--- src/rtl/s_map_pkg.sv ---
// Shared s_map definitions: fixed field width, per-record word count and FSM state type.
package s_map_pkg;

  localparam int S_MAP_FIXED_BITS = 3;

  // op, yp and data plus the NUM-bit adata field, rounded up to whole DW-bit words
  function automatic int s_map_words(input int num, input int dw);
    return (num + S_MAP_FIXED_BITS + dw - 1) / dw;
  endfunction

  typedef enum logic {
    IDLE = 1'b0,
    SEND = 1'b1
  } s_map_state_e;

endpackage

--- src/rtl/s_map_stream_tx.sv ---
// s_map record serializer: one record in, WORDS DW-bit words out on a valid/ready/last stream, LSB word first.
// Optional parity trailer word: define S_MAP_STREAM_TX_PARITY_EN.
module s_map_stream_tx
  import s_map_pkg::*;
#(
  parameter  int NUM   = 8,
  parameter  int DW    = 4,
  localparam int RW    = NUM + S_MAP_FIXED_BITS,
  localparam int WORDS = s_map_words(NUM, DW),
  localparam int IDX_W = $clog2(WORDS + 1)
) (
  input  logic             clock,
  input  logic             rst,
  input  logic             rec_valid,
  output logic             rec_ready,
  input  logic             rec_op,
  input  logic             rec_yp,
  input  logic [NUM-1:0]   rec_adata,
  input  logic             rec_data,
  output logic             out_valid,
  input  logic             out_ready,
  output logic [DW-1:0]    out_data,
  output logic             out_last,
  output logic [IDX_W-1:0] out_idx
);

  // Field order is shared with the receiver; data lands in bit 0.
  typedef struct packed {
    logic           op;
    logic           yp;
    logic [NUM-1:0] adata;
    logic           data;
  } s_map_t;

`ifdef S_MAP_STREAM_TX_PARITY_EN
  localparam int WORDS_TX = WORDS + 1;
`else
  localparam int WORDS_TX = WORDS;
`endif
  localparam int TXW = WORDS_TX * DW;
  localparam logic [IDX_W-1:0] LAST_IDX = IDX_W'(WORDS_TX - 1);

  // Zero-extended record, with the parity trailer word appended when enabled.
  function automatic logic [TXW-1:0] pack_tx(input s_map_t r);
    logic [TXW-1:0] v;
    v         = '0;
    v[RW-1:0] = r;
`ifdef S_MAP_STREAM_TX_PARITY_EN
    v[WORDS*DW] = ^r;
`endif
    return v;
  endfunction

  s_map_state_e     state_q, state_d;
  logic [TXW-1:0]   sreg_q, sreg_d;
  logic [IDX_W-1:0] idx_q, idx_d;
  s_map_t           rec_in;
  logic             word_hs;
  logic             load;

  assign rec_in    = {rec_op, rec_yp, rec_adata, rec_data};
  assign out_valid = (state_q == SEND);
  assign out_data  = sreg_q[DW-1:0];
  assign out_idx   = idx_q;
  assign out_last  = out_valid & (idx_q == LAST_IDX);
  assign word_hs   = out_valid & out_ready;
  // Accepting during the last-word handshake gives zero-bubble record chaining.
  assign rec_ready = (state_q == IDLE) | (word_hs & out_last);
  assign load      = rec_valid & rec_ready;

  always_comb begin
    state_d = state_q;
    sreg_d  = sreg_q;
    idx_d   = idx_q;
    if (load) begin
      state_d = SEND;
      sreg_d  = pack_tx(rec_in);
      idx_d   = '0;
    end else if (word_hs) begin
      if (out_last) begin
        state_d = IDLE;
        sreg_d  = '0;
        idx_d   = '0;
      end else begin
        sreg_d = sreg_q >> DW;
        idx_d  = idx_q + 1'b1;
      end
    end
  end

  always_ff @(posedge clock or posedge rst) begin
    if (rst) begin
      state_q <= IDLE;
      sreg_q  <= '0;
      idx_q   <= '0;
    end else begin
      state_q <= state_d;
      sreg_q  <= sreg_d;
      idx_q   <= idx_d;
    end
  end

endmodule
--- config.mk ---
export PLATFORM = sky130hd
export DESIGN_NAME = s_map_stream_tx
export DESIGN_NICKNAME = d
export VERILOG_FILES = /design/src/rtl/s_map_pkg.sv /design/src/rtl/s_map_stream_tx.sv
export SDC_FILE = /design/constraint.sdc
export NUM_CORES = 1
export LEC_CHECK = 0
export BUFFER_PORTS_ARGS = -buffer_cell sky130_fd_sc_hd__buf_2
export CORE_MARGIN = 2
export CORE_UTILIZATION = 42
export DETAILED_ROUTE_END_ITERATION = 16
export PLACE_DENSITY = 0.71
export SLEW_MARGIN = 20
export SYNTH_ARGS = -nofsm -noshare
export SYNTH_HDL_FRONTEND = slang
export SYNTH_SLANG_ARGS = --single-unit
--- constraint.sdc ---
create_clock -name clock -period 1.27 [get_ports clock]
set_clock_uncertainty 0.1 [all_clocks]
set_input_delay 0.0635 -clock clock [delete_from_list [all_inputs] [get_ports clock]]
set_output_delay 0.0635 -clock clock [all_outputs]
set_load 0.005 [all_outputs]
==> Yosys cells after proc, flatten, opt, wreduce, memory -nomap -nowiden <==
Index checks and enable logic that the tools add are counted.
{ "totals": {"register_bits": 15, "latch_bits": 0, "ramBits": 0, "rom_bits": 0, "input_bits": 15, "out_inout_bits": 9, "wordCells": 23, "mem_count": 0} }
{ "op_classes": {"addsub": 1, "n_mul": 0, "div_mod_pow": 0, "order_cmp": 0, "eq_ne": 1, "n_shift": 0, "muxes": 9, "bitwise": 6, "n_reduce_logical": 3} }
{ "op_table": {"columns": ["op", "count"], "rows": [
  ["$mux 12", 2],
  ["$mux 8", 1],
  ["$mux 2", 3],
  ["$and 1x1->1", 4],
  ["$reduce_bool 2->1", 2],
  ["$mux 1", 3],
  ["$add 2x1->2 const B", 1],
  ["$eq 2x2->1 const B", 1],
  ["$reduce_and 2->1", 1],
  ["$not 1->1", 1],
  ["$or 1x1->1", 1]
]} }

==> Depth between registers and ports, before layout <==
{ "depth": {"word_depth": 7, "depth_mapped": 5, "depth_no_buf": 3} }

==> Least setup slack after synthesis <==
No wires, ideal clock.
{ "synth_timing": {"path_type": "register -> register", "from": "reg idx_q[1] (netlist: out_idx[1])", "to": "reg sreg_q[10]", "setup_ps": 121, "arrival_time_ps": 1188, "required_ps": 1049, "slack_ps": -139, "path_stages_with_launch": 5, "path_buffers": 1, "synth_period_minus_slack_ps": 1409, "path_cell_list": "dfrtp_1 and4b_4 buf_6 or2_4 a22o_1"} }
{ "synth_between": {"elab_chain_cells": 6, "elab_cells_between_ends": 7, "classes_between": "eq/ne: 1; mux: 1; bitwise: 4; reduce/logical: 1"} }
{ "synth_rtl": {"columns": ["item", "line", "text"], "rows": [
  ["from (decl)", "s_map_stream_tx.sv:56", "logic [IDX_W-1:0] idx_q, idx_d;"],
  ["from (signal assigned)", "s_map_stream_tx.sv:99", "idx_q <= idx_d;"],
  ["$eq 2x2->1 *", "s_map_stream_tx.sv:65", "assign out_last = out_valid & (idx_q == LAST_IDX);"],
  ["$and 1x1->1 *", "s_map_stream_tx.sv:65", null],
  ["$and 1x1->1 *", "s_map_stream_tx.sv:68", "assign rec_ready = (state_q == IDLE) | (word_hs & out_last);"],
  ["$or 1x1->1 *", "s_map_stream_tx.sv:68", null],
  ["$and 1x1->1 *", "s_map_stream_tx.sv:69", "assign load = rec_valid & rec_ready;"],
  ["$mux 12 or $reduce_bool 2->1 (tied branches)", null, null],
  ["to (signal assigned)", "s_map_stream_tx.sv:98", "sreg_q <= sreg_d;"],
  ["to (decl)", "s_map_stream_tx.sv:55", "logic [TXW-1:0] sreg_q, sreg_d;"]
]} }
Every way passes the cells marked *; elsewhere a longest branch is shown, timed or not.
A chain may end at the register's enable or synchronous reset.

==> Worst setup path in the final report <==
{ "layout_timing": {"from": "reg state_q (netlist: out_valid)", "to": "out out_last"} }
{ "layout_between": {"elab_chain_cells": 1} }
{ "layout_rtl": {"columns": ["item", "line", "text"], "rows": [
  ["from (decl)", "s_map_stream_tx.sv:54", "s_map_state_e state_q, state_d;"],
  ["from (signal assigned)", "s_map_stream_tx.sv:97", "state_q <= state_d;"],
  ["$and 1x1->1", "s_map_stream_tx.sv:65", null],
  ["to (decl)", "s_map_stream_tx.sv:23", "output logic out_last,"]
]} }
Every way passes these cells.

==> flow_summary.toml <==
[power]
power_switching_mw = 0.627
p_leak_nw = 0.529
power_density_mw_per_mm2 = 1700
seq_power_share = 0.363
p_clk_frac = 0.165
switching_share = 0.325
p_int_mw = 1.30
vdd_drop_max_uv = 1030
combPwrFrac = 0.472

[layout]
final_util = 0.736
syn_to_final_growth_pct = 62.0
fin_nets = 129
drive_gt1_frac = 0.442
seqCellArea_um2 = 350
multiInputGateArea_um2 = 347
diodes = 0
fillers = 102

[global_route]
grt_antenna_before_repair = 0
grt_first_pass_wirelength_um = 2830
grt_usage = 0.198
grt_max_degree = 15
overflow = 0
grt_pass1_vias = 612

[floorplan]
die_x_um = 44.8
placementRows = 14
core_area_mm2 = 0.00154
dieArea_mm2 = 0.00201
num_io_pins = 24
start_util = 0.455
die_height_um = 44.8

[clock_tree]
cts_htree_levels = 1
cts_root_buf = "clkbuf_4"
path_clk_slew_ps = 90
cts_buffers = 3
cts_tree = "yes"
clk_latency_ps = 270
cts_buffer_depth = 2
clock_sinks = 14

[sta]
hold_ws_ps = 59.8
fin_crit_ps = 1360
finalCritPeriodShare = 1.07
final_hold_viol_count = 0
rsz0062_at_grt = "true"
worst_pin_slew_ps = 519
slew_headroom = 0.654
setup_viol = 11
timing.final.ws_setup_ps = -94.9
drv_slew = 0
fmaxAchievable_mhz = 733

[logic_synthesis]
ys_ff_latch = 14
synth_edf_count = 0
synthCells = 70
yosys.area.top_type_share = 0.500
yosysWarningCount = 0
yosysMostFrequentCell = "dfrtp_1"
ys_types = 19
ys_seq_area_frac = 0.500
async_reset_ff_frac = 1.00
syn-cell-area_um2 = 701
syn_avg_cell_area_um2 = 10.0
mappedNetlistNets = 85
synth.area.top_cells = "dfrtp_1 50%, a22o_1 6.3%, a31oi_1 6.3%"
synth-main-ff-cell = "dfrtp_1"
ys_top_cells_by_count = "14 x dfrtp_1, 8 x nor2_1, 7 x a21oi_1, 7 x a31oi_1, 7 x o21ai_0"
synth_area_leader_cell = "dfrtp_1"

[route]
antenna_left = 0
drt-initial-drc-count = 9
vias = 679
viasPerCell = 5.26
wl_per_cell_um = 13.9
drc = 0
routed_wl_um = 1790
drt_first_pass_iters = 4

[critical_path]
worst_setup_path_start_kind = "flip-flop"
critPathKind = "flip-flop to output pin"
path_max_fanout = 7
cp.required_ps = 1110
critPathCaptureType = "output pin"
arrival_ps = 1200

[status]
violations = "negative setup slack"
status = "finished with violations"

[placed_design]
hpwl_um = 1050
place.port_buffers = 23
place.gp.congestion = 0.742

[hold_path]
worstHoldPathType = "input port to flip-flop"

[run]
drv_cap = 0
[registers in the layout, indices dropped and copies added (netlist names)]
signal     flops
out_idx        2
sreg_q        11
out_valid      1
[worst max-delay path, cell delays in order (launching register included)]
cell,delay (ps)
dfrtp_1,410
buf_6,150
nand3b_1,100
buf_6,140
inv_2,40
buf_6,100
[cells by family after synthesis]
kind of cell	share of synthesized area
buffers and inverters	0.0893
AO/OA/AOI/OAI	0.225
flip-flops	0.500
multiplexers	0.0518
AND/OR/NAND/NOR	0.134
[stage by stage]
stage	area (um2)	worst slack [ps]	cells	setup TNS (ps)	total power [mW]
floorplan	709	-94.9	70	-379	1.12
global placement	846	-20.1	108	-41.4	1.31
detailed placement	846	-56.7	108	-208	1.32
CTS	1090	-74.1	128	-331	1.84
global route	1130	-145	129	-1450	2.06
finish	1130	-94.9	129	-624	1.93
[what timing repair did]
| action | 4_1_cts | 5_1_grt |
|---|---|---|
| pin swaps | 8 | 5 |
| setup buffers | 3 | 1 |
| gates cloned | 0 | 0 |
| setup endpoints to repair | 11 | 15 |
| hold buffers | 13 | 0 |
| gates resized for setup | 8 | 6 |
| endpoints found under the hold margin | 26 | 0 |
[cell usage in the layout, fill, tap and decap left out, types with 2 or more instances in the layout]
| master | count |
|---|---|
| a22o_1 | 5 |
| a31oi_4 | 2 |
| a31oi_1 | 4 |
| buf_2 | 22 |
| clkbuf_4 | 3 |
| dfrtp_1 | 14 |
| nand2_1 | 2 |
| nand3b_1 | 2 |
| buf_12 | 2 |
| o21ai_0 | 7 |
| buf_4 | 5 |
| a21oi_2 | 2 |
| buf_6 | 5 |
| dlygate4sd3_1 | 13 |
| nor2_1 | 8 |
| a21oi_1 | 5 |
[power by group through the flow]
stage / logic [mW] / clock network (mW) / registers [mW]
final: 0.912 / 0.318 / 0.701
after CTS: 0.827 / 0.320 / 0.689
after detailed placement: 0.627 / 0 / 0.690
after floorplan: 0.429 / 0 / 0.694
after global placement: 0.622 / 0 / 0.687
after global routing: 0.996 / 0.344 / 0.717
[layout make-up]
| type | instances | area share |
|---|---|---|
| Timing Repair Buffer | 47 | 0.330 |
| Sequential cell | 14 | 0.309 |
| Multi-Input combinational cell | 46 | 0.305 |
| Clock buffer | 4 | 0.0320 |
| Tap cell | 16 | 0.0176 |
| Inverter | 2 | 0.00662 |
[final timing paths]
| kind | start | depth (start not counted) | endpoint | slack (ps) |
|---|---|---|---|---|
| max in group asynchronous | rst | 3 | sreg_q[3] | 470 |
| min in group asynchronous | rst | 3 | sreg_q[1] | 250 |
| min | out_ready | 4 | out_valid | 60 |
| max | out_valid | 5 | out_last | -90 |
| min reg2reg | sreg_q[10] | 1 | sreg_q[10] | 420 |
| max reg2reg | out_valid | 4 | sreg_q[5] | -70 |
[routing by layer]
metal,vias to the layer above,share of wire,track usage
met2,12,0.49,0.304
met3,2,0.030,0.0320
met1,328,0.48,0.270
met4,0,0.0050,0.100
met5,-,0,0
li1,337,-,-
Power figures use the tool's default switching activity.
